--- config.mk ---
export PLATFORM = sky130hd
export DESIGN_NAME = agc_scaler
export DESIGN_NICKNAME = d
export VERILOG_FILES = /design/src/rtl/agc_timing_pkg.sv /design/src/rtl/agc_prescaler.sv /design/src/rtl/agc_scaler.sv
export SDC_FILE = /design/constraint.sdc
export NUM_CORES = 1
export LEC_CHECK = 0
export CAP_MARGIN = 0
export CELL_PAD_IN_SITES_DETAIL_PLACEMENT = 0
export CELL_PAD_IN_SITES_GLOBAL_PLACEMENT = 2
export CORE_AREA = 2 2 98 100
export DETAILED_ROUTE_END_ITERATION = 10
export DIE_AREA = 0 0 100 102
export PLACE_DENSITY = 0.82
export SYNTH_ARGS = -nofsm -noshare
export SYNTH_HDL_FRONTEND = slang
export SYNTH_SLANG_ARGS = --single-unit
--- constraint.sdc ---
create_clock -name CLOCK -period 2.8 [get_ports CLOCK]
set_clock_uncertainty 0.15 [all_clocks]
set_input_delay 0.28 -clock CLOCK [delete_from_list [all_inputs] [get_ports CLOCK]]
set_output_delay 0.28 -clock CLOCK [all_outputs]
set_load 0.05 [all_outputs]
--- src/rtl/agc_timing_pkg.sv ---
// Shared timing constants for the AGC scaler chain.
// Stage numbers are 1-based (Fnn), so tap bit index is Fnn-1.
package agc_timing_pkg;

  localparam int PRESCALE_DEFAULT = 20;
  localparam int STAGES_DEFAULT   = 17;

  localparam int F05 = 5;
  localparam int F07 = 7;
  localparam int F08 = 8;
  localparam int F10 = 10;
  localparam int F14 = 14;

endpackage

--- src/rtl/agc_prescaler.sv ---
// Divides CLOCK by PRESCALE; tick is high on the edge where pcnt wraps.
// SCAINH freezes pcnt and suppresses the tick, so nothing is lost on release.
module agc_prescaler
  import agc_timing_pkg::*;
#(
  parameter int PRESCALE = PRESCALE_DEFAULT
) (
  input  logic CLOCK,
  input  logic rst_,
  input  logic SCAINH,
  output logic tick
);

  localparam int PW = (PRESCALE > 1) ? $clog2(PRESCALE) : 1;
  localparam logic [PW-1:0] LAST = PW'(PRESCALE - 1);

  logic [PW-1:0] pcnt;

  always_ff @(posedge CLOCK or negedge rst_) begin
    if (!rst_) begin
      pcnt <= '0;
    end else if (!SCAINH) begin
      pcnt <= (pcnt == LAST) ? '0 : pcnt + PW'(1);
    end
  end

  assign tick = (pcnt == LAST) && !SCAINH;

endmodule

--- src/rtl/agc_scaler.sv ---
// Binary scaler chain F01..Fnn with stage levels and one-CLOCK A/B phase pulses.
// Named taps assume STAGES >= 14.
module agc_scaler
  import agc_timing_pkg::*;
#(
  parameter int PRESCALE = PRESCALE_DEFAULT,
  parameter int STAGES   = STAGES_DEFAULT
) (
  input  logic              CLOCK,
  input  logic              rst_,
  input  logic              SCAINH,
  output logic [STAGES-1:0] FS,
  output logic [STAGES-1:0] FA,
  output logic [STAGES-1:0] FB,
  output logic              FS01,
  output logic              FS10,
  output logic              F05A_,
  output logic              F05B_,
  output logic              F07B_,
  output logic              F10A_,
  output logic              F07A,
  output logic              F08B,
  output logic              F10B,
  output logic              F14B,
  output logic              SCATCK
);

  logic              tick;
  logic [STAGES-1:0] scnt;
  logic [STAGES-1:0] scnt_inc;

  agc_prescaler #(.PRESCALE(PRESCALE)) u_prescaler (
    .CLOCK  (CLOCK),
    .rst_   (rst_),
    .SCAINH (SCAINH),
    .tick   (tick)
  );

  assign scnt_inc = scnt + STAGES'(1);

  // Pulses are registered alongside scnt so a pulse and its new level share an edge.
  always_ff @(posedge CLOCK or negedge rst_) begin
    if (!rst_) begin
      scnt   <= '0;
      FA     <= '0;
      FB     <= '0;
      SCATCK <= 1'b0;
    end else begin
      SCATCK <= tick;
      FA     <= tick ? (~scnt & scnt_inc) : '0;
      FB     <= tick ? (scnt & ~scnt_inc) : '0;
      if (tick) begin
        scnt <= scnt_inc;
      end
    end
  end

  assign FS    = scnt;
  assign FS01  = FS[0];
  assign FS10  = FS[F10-1];
  assign F05A_ = ~FA[F05-1];
  assign F05B_ = ~FB[F05-1];
  assign F07A  = FA[F07-1];
  assign F07B_ = ~FB[F07-1];
  assign F08B  = FB[F08-1];
  assign F10A_ = ~FA[F10-1];
  assign F10B  = FB[F10-1];
  assign F14B  = FB[F14-1];

endmodule

## Word level (Yosys, flattened, before mapping)

Index checks and enable logic that the tools add are counted.

- Add/subtract/negate cells: 2
- Eq/ne operators: 1
- Multiplexer cells: 3
- Bitwise operators: 8
- Reduce and logical (&&, ||, !) cells: 2

Operators with widths:

| kind | number |
|---|---|
| 17-bit bitwise AND | 2 |
| 17-bit two-way mux | 2 |
| 17-bit NOT | 2 |
| 17-bit by 1-bit adder with 17-bit output, second input constant | 1 |
| 5-bit by 1-bit adder with 5-bit output, second input constant | 1 |
| 5-bit equality test, second input constant | 1 |
| 5-bit two-way mux | 1 |
| 1-bit NOT | 4 |
| 1-bit logical AND | 1 |
| 1-bit zero test | 1 |

- Register bits: 57
- Word-level logic and storage cells: 21

## Logic depth before layout (Yosys ltp)

Gate-level depths: netlist of the first run.

- Depth in word-level cells: 4
- Gate-level depth with buffers: 6

## By module

Synthesis of the first run repeated with hierarchy kept, for this count alone.

- Cell total of the unflattened synthesis: 220
- Area, all modules: 2617.5 um^2

Modules (own cells, without submodules):

| module | instances | cells an instance | area each (um^2) |
|---|---|---|---|
| agc_scaler | 1 | 198 | 2362.3 |
| agc_prescaler | 1 | 22 | 255.2 |

## Worst setup path before layout of the first run

Ideal clock, no wire load.

- Path kind: reg2reg
- Start point: reg scnt[0], in the netlist FS[0]
- End point: reg scnt[16], in the netlist FS[16]
- Setup time: 79 ps
- Arrival: 2254 ps
- Slack: 317 ps
- Cell stages (with the launch flop): 7
- Buffers on the path: 0
- Cell sequence: dfrtp_1 -> ha_1 -> nand4_1 -> or2_2 -> nor4_1 -> ha_1 -> mux2i_1

- Word-level cells in the longest chain between the ends: 1

RTL lines:

| element | RTL line | source |
|---|---|---|
| from (decl) | agc_scaler.sv:29 | `logic [STAGES-1:0] scnt;` |
| from (signal assigned) | agc_scaler.sv:53 | `scnt <= scnt_inc;` |
| 17-bit by 1-bit adder with 17-bit output | agc_scaler.sv:39 | `assign scnt_inc = scnt + STAGES'(1);` |

No other way between the ends.
A chain may end at the register's enable or synchronous reset.

## Final worst setup path of the first run

- Start point: reg scnt[1], in the netlist FS[1]
- End point: reg scnt[16], in the netlist FS[16]

The elaborated chain is that of the path after synthesis.

==> out/results.tsv, run 1 <==
metric	value	unit
final_max_slew_viol_count	0	
grt_max_degree	55	
antenna_found_initial	0	
syn_nets	246	
cpPeakStageDelay	390	ps
htreeDepth	3	
worstMarginPinSlew	838	ps
syn_avg_cell_area	12.7	um^2
internal_power	1840	uW
hold_depth	1	
dieArea	10200	um^2
synthTopCellsByArea	dfrtp_1 54%, ha_1 16%, and2_1 8.0%	
max_cap_violations	0	
path_max_fanout	5	
path_clk_slew	70	ps
syn_to_final_growth	34.2	%
cts-root-buf	clkbuf_8	
swShare	40.1	%
combinationalPowerShare	41.0	%
yosysTopAreaCell	dfrtp_1	
hpwl	3470	um
grt_pass1_vias	1660	
yosysWarnings	0	
drt_wl_total	5020	um
critPathMostFrequentCell	ha_1	
cts_resized	0	
drtIter0Drc	74	
coreArea	9110	um^2
layout-drive-gt1-share	8.80	%
start_util	29.2	%
period_share	78.8	%
crit_buf_inv	0	
cp.arrival	2290	ps
antenna_cells	0	
drt-vias-per-instance	4.09	
rows	35	
numCtsBuffers	9	
clock_sinks	57	
synthCells	210	
ant_nets	0	
crit_chain	ha_1 > nand4_1 > or2_2 > nor4_1 > ha_1 > mux2i_1	
cts_tree	yes	
slew-limit-headroom	44.1	%
fmax	453	MHz
async_reset_ff_share	100	%
final_hold_viol_count	0	
min-delay-start	u_prescaler.pcnt[3]$_DFFE_PN0N_	
period_minus_slack	2210	ps
synth_commonest_cells	57 x dfrtp_1, 34 x and2_1, 33 x ha_1	
cp.depth	6	
synth_seq_cells	57	
startpoint	FS[1]$_DFFE_PN0P_	
p_per_area	862	nW/um^2
ios	65	
pre_cts_ws	588	ps
p_sw	1230	uW
nets	315	
drc	0	
grt_pass1_wl	8150	um
crit_slowest_cell	dfrtp_1	
path_class	flop to flop	
synth_top_area_share	53.6	%
clkPwrFrac	24.1	%
syn-cell-area	2660	um^2
fin_ws	594	ps
p_leak	0.00174	uW
io_buffers	64	
rsz0062_at_grt	no	
grt-ovfl-total	0	
clkLatencyLatePin	320	ps
routedWlPerCell	12.7	um
power_frac_seq	34.9	%
cts_buffer_depth	2	
num_vias	1617	
crit_required	2890	ps
dr.pass1.iters	4	
yosysSeqAreaShare	53.6	%
synth-main-ff-cell	dfrtp_1	
r2r-start	FS[1]$_DFFE_PN0P_	
yosysUniqueCellTypes	29	
cp-end-kind	flop	
finalSetupViolCount	0	
finalSetupTns	0	ps
postCtsSetupBuffers	0	
critPathTopFamily	simple AND/OR/NAND/NOR gates	
ir_worst_vdd	0.341	mV
yosys.cell_count.top_type	dfrtp_1	
grt_usage	10.3	%
die_w	100	um
synth-edff-count	0	
startpoint_type	flop	
place_congestion	0.734	
status	finished, final reports clean	
r2r_cells	6	
fillers	895	
hp-class	flop to flop	
die_y	102	um
==> power by group through the flow <==
stage	registers, uW	logic, uW	clock network, uW
after floorplan	1370	591	0
after global placement	1090	1260	0
after detailed placement	1090	1270	0
after CTS	1080	1290	764
after global routing	1100	1410	798
final	1070	1260	741
==> sequential cells by signal (all words and copies together) (netlist names) <==
| signal | flops |
|---|---|
| FA | 17 |
| u_prescaler.pcnt | 5 |
| FB | 17 |
| FS | 17 |
| SCATCK | 1 |
==> logic make-up after synthesis <==
| kind of cell | count (synthesis) | synth area share, % |
|---|---|---|
| mux | 17 | 6.45 |
| compound gates | 3 | 0.565 |
| fa+ha+maj | 33 | 15.5 |
| buf+inv | 32 | 7.39 |
| xor+xnor | 3 | 1.27 |
| flops | 57 | 53.6 |
| simple gates | 65 | 15.2 |
==> what timing repair did <==
item | 4_1_cts | 5_1_grt
hold buffers | 1 | 0
endpoints found under the setup margin | 0 | 0
hold endpoints to repair | 35 | 0
==> metal layers <==
metal | global-route usage [%] | vias to the layer above | routed length [um]
li1 | - | 804 | -
met1 | 13.4 | 764 | 2400
met2 | 16.3 | 41 | 2300
met3 | 2.74 | 8 | 246
met4 | 4.74 | 0 | 72
met5 | 0 | - | 0
==> area by class of cell <==
class / count / area [um^2] / area share [%]
sequential: 57 / 1430 / 40.0
clock inverter: 3 / 40.0 / 1.12
tap: 111 / 139 / 3.89
inverter: 20 / 75.1 / 2.10
timing repair buffer: 70 / 696 / 19.5
clock buffer: 13 / 149 / 4.17
multi-input combinational: 121 / 1040 / 29.2
==> layout by cell type, fill, tap and decap left out, types with 2 or more instances in the layout <==
cell / Yosys / layout
nor2b_1: 3 / 3
nand4_1: 2 / 2
buf_4: 6 / 4
clkbuf_8: 0 / 10
mux2i_1: 16 / 16
clkbuf_1: 0 / 3
nor2_1: 6 / 6
clkdlybuf4s50_1: 0 / 63
and2_1: 34 / 34
clkinv_2: 0 / 2
and3_1: 2 / 2
nor4_1: 4 / 4
dfrtp_1: 57 / 57
inv_1: 20 / 20
o21ai_0: 2 / 2
nand2_1: 4 / 4
ha_1: 33 / 33
or2_2: 2 / 2
==> metrics by stage <==
stage | hold WS [ps] | power [uW] | area [um^2] | util [%] | std cells
4_1_cts | 386 | 3130 | 3570 | 39.2 | 395
5_1_grt | 430 | 3310 | 3570 | 39.2 | 395
2_1_floorplan | -166 | 1960 | 2660 | - | 210
3_3_place_gp | 279 | 2340 | 3370 | 37.0 | 378
6_report | 373 | 3080 | 3570 | 39.2 | 395
3_5_place_dp | 280 | 2370 | 3370 | 37.0 | 378
==> worst paths after layout <==
path                                                   endpoint  slack [ps]
worst max-delay path                         FS[16]$_DFFE_PN0P_         590
min in group asynchronous       u_prescaler.pcnt[4]$_DFFE_PN0N_         440
max in group asynchronous                      FB[12]$_DFF_PN0_        1340
worst min register to register  u_prescaler.pcnt[3]$_DFFE_PN0N_         370
worst max register to register               FS[16]$_DFFE_PN0P_         590
worst min-delay path            u_prescaler.pcnt[3]$_DFFE_PN0N_         370
Power figures use the tool's default switching activity.
==> inputs of run 2 (changes only) <==
- CORE_AREA: 2 2 98 100 -> 2 2 99 101
- DIE_AREA: 0 0 100 102 -> 0 0 101 103
- PLACE_DENSITY: 0.82 -> 0.83
- clock period: 2.8 -> 1.8 ns (I/O delays scaled with it)
==> run 2 against run 1 <==
Core utilization shrank 0.42 points. Critical path type is now flop to primary output. First-iteration DRC count shrank 53%. Critical path depth shrank 5. Register-to-register slack lost 550 ps. Worst hold slack lost 130 ps. Sequential share of layout area shrank 0.55 points. Via count grew 4.0%. Final cell count grew 3.3%. Setup slack lost 550 ps. Die area grew 2.0%.
==> out/results.tsv, run 2 (synthesis results as in run 1) <==
metric	value	unit	change
antenna_cells	0		unchanged
dr.pass1.iters	3		-1
coreArea	9460	um^2	+3.8%
start_util	28.1	%	-1.1 points
rsz0062_at_grt	yes		
path_clk_slew	60	ps	about the same
routedWlPerCell	12.4	um	-2.0%
numCtsBuffers	9		unchanged
rr_endpoint	FS[16]$_DFFE_PN0P_		
die_w	101	um	+1.0%
die_y	103	um	+0.98%
p_leak	0.00207	uW	+19%
final_area	3660	um^2	+2.7%
period_minus_slack	1750	ps	
antenna_found_initial	0		unchanged
cp-end-kind	primary output		
drtIter0Drc	35		-53%
power_frac_seq	34.1	%	-0.8 points
swShare	41.3	%	+1.2 points
num_vias	1681		+4.0%
ant_nets	0		unchanged
hpwl	3520	um	+1.4%
final_cell_mix	58 x buf_4, 44 x dfrtp_1, 34 x and2_1		
period_share	97.5	%	
cp.depth	1		-5
drt-vias-per-instance	4.12		+0.65%
crit_required	1470	ps	-1420 ps
final_hold_viol_count	0		unchanged
crit_buf_inv	1		+1
io_buffers	64		unchanged
worstMarginPinSlew	509	ps	-330 ps
cts_buffer_depth	2		unchanged
drt_wl_total	5070	um	+1.2%
clkPwrFrac	21.4	%	-2.7 points
crit_chain	clkdlybuf4s50_1		
post_dp_cell_area	3410	um^2	+1.2%
clock_sinks	57		unchanged
layout-drive-gt1-share	34.7	%	+26 points
internal_power	2910	uW	+58%
cts_tree	yes		
ios	65		unchanged
clkLatencyLatePin	320	ps	about the same
startpoint_type	flop		
p_sw	2050	uW	+66%
holdWs	240	ps	-133 ps
grt_usage	10.5	%	+0.21 points
critPathTopFamily	buffers and inverters		
slew-limit-headroom	66.0	%	+22 points
grt-ovfl-total	0		unchanged
dieArea	10400	um^2	+2.0%
path_max_fanout	1		-4
fin_util	38.7	%	-0.42 points
max_cap_violations	0		unchanged
place_congestion	0.729		-0.78%
grt_pass1_vias	1635		-1.5%
grt_max_degree	58		+5.5%
r2r_setup_slack	50	ps	-550 ps
syn_to_final_growth	37.8	%	
htreeDepth	3		unchanged
drc	0		unchanged
r2r_cells	6		unchanged
crit_slowest_cell	clkdlybuf4s50_1		
cp.arrival	1420	ps	-870 ps
rows	36		+2.9%
cpPeakStageDelay	790	ps	+400 ps
grt_pass1_wl	8260	um	+1.4%
ir_worst_vdd	0.470	mV	+38%
startpoint	FA[15]$_DFF_PN0_		
final_max_slew_viol_count	0		unchanged
hp-class	input pin to asynchronous set/reset pin		
p_per_area	1350	nW/um^2	+57%
cts-root-buf	clkbuf_8		
final_common_cell	buf_4		
fmax	570	MHz	
path_class	flop to primary output		
fillers	927		+3.6%
status	finished, final reports clean		
r2r-start	FS[0]$_DFFE_PN0P_		
finalSetupViolCount	0		unchanged
combinationalPowerShare	44.5	%	+3.5 points
nets	325		+3.2%
==> run 2: cell count changes in the layout (fill, tap and decap cells not counted), moves of 2 or more <==
cell	change
dlymetal6s2s_1	+11
clkdlybuf4s50_1	-61
dlygate4sd2_1	+4
dfrtp_2	+12
buf_12	+2
dfrtp_1	-13
nor4_4	+3
nor4_1	-4
buf_4	+54
==> run 2: power by group through the flow <==
| stage | registers, uW | logic [uW] | clock network [uW] |
|---|---|---|---|
| floorplan | 2170 | 1010 | 0 |
| global placement | 1720 | 2100 | 0 |
| detailed placement | 1730 | 2140 | 0 |
| CTS | 1700 | 2170 | 1110 |
| global route | 1720 | 2490 | 1170 |
| finish | 1690 | 2210 | 1060 |
==> run 2: what timing repair did <==
action	in CTS	in global routing
setup buffers	1	2
pin swaps	0	3
hold buffers	1	0
hold endpoints to repair	57	0
gates resized for setup	4	15
setup endpoints to repair	7	20
==> run 2: metrics by stage <==
stage	cells	setup TNS [ps]	power [uW]	setup slack, ps
detailed placement	388	0	3870	5.38
finish	408	0	4960	45.2
global placement	388	0	3820	48.5
CTS	406	0	4980	2.03
floorplan	210	-309	3180	-96.7
global route	408	-269	5380	-79.1
==> run 2: cell type report <==
class | instances | area [um^2] | share of cell area, %
repair buffers | 80 | 703 | 19.2
inverters | 20 | 75.1 | 2.05
clock buffers | 13 | 159 | 4.34
flip-flops and latches | 57 | 1450 | 39.4
well taps | 114 | 143 | 3.89
clock inverters | 3 | 15.0 | 0.410
multi-input cells | 121 | 1120 | 30.7
==> run 2: worst max path at each step <==
stage,slack (ps),end
floorplan,-100,FS[12]$_DFFE_PN0P_
global placement,50,FS[8]$_DFFE_PN0P_
detailed placement,5,FS[16]$_DFFE_PN0P_
CTS,2,FB[2]
global route,-80,FS[16]$_DFFE_PN0P_
finish,50,FA[15]
==> run 2: metal layers <==
layer / share of wire (%) / track usage (%) / vias up
li1: - / - / 823
met1: 45 / 13.0 / 813
met2: 48 / 16.6 / 38
met3: 4.9 / 3.86 / 7
met4: 1.4 / 4.68 / 0
met5: 0 / 0 / -
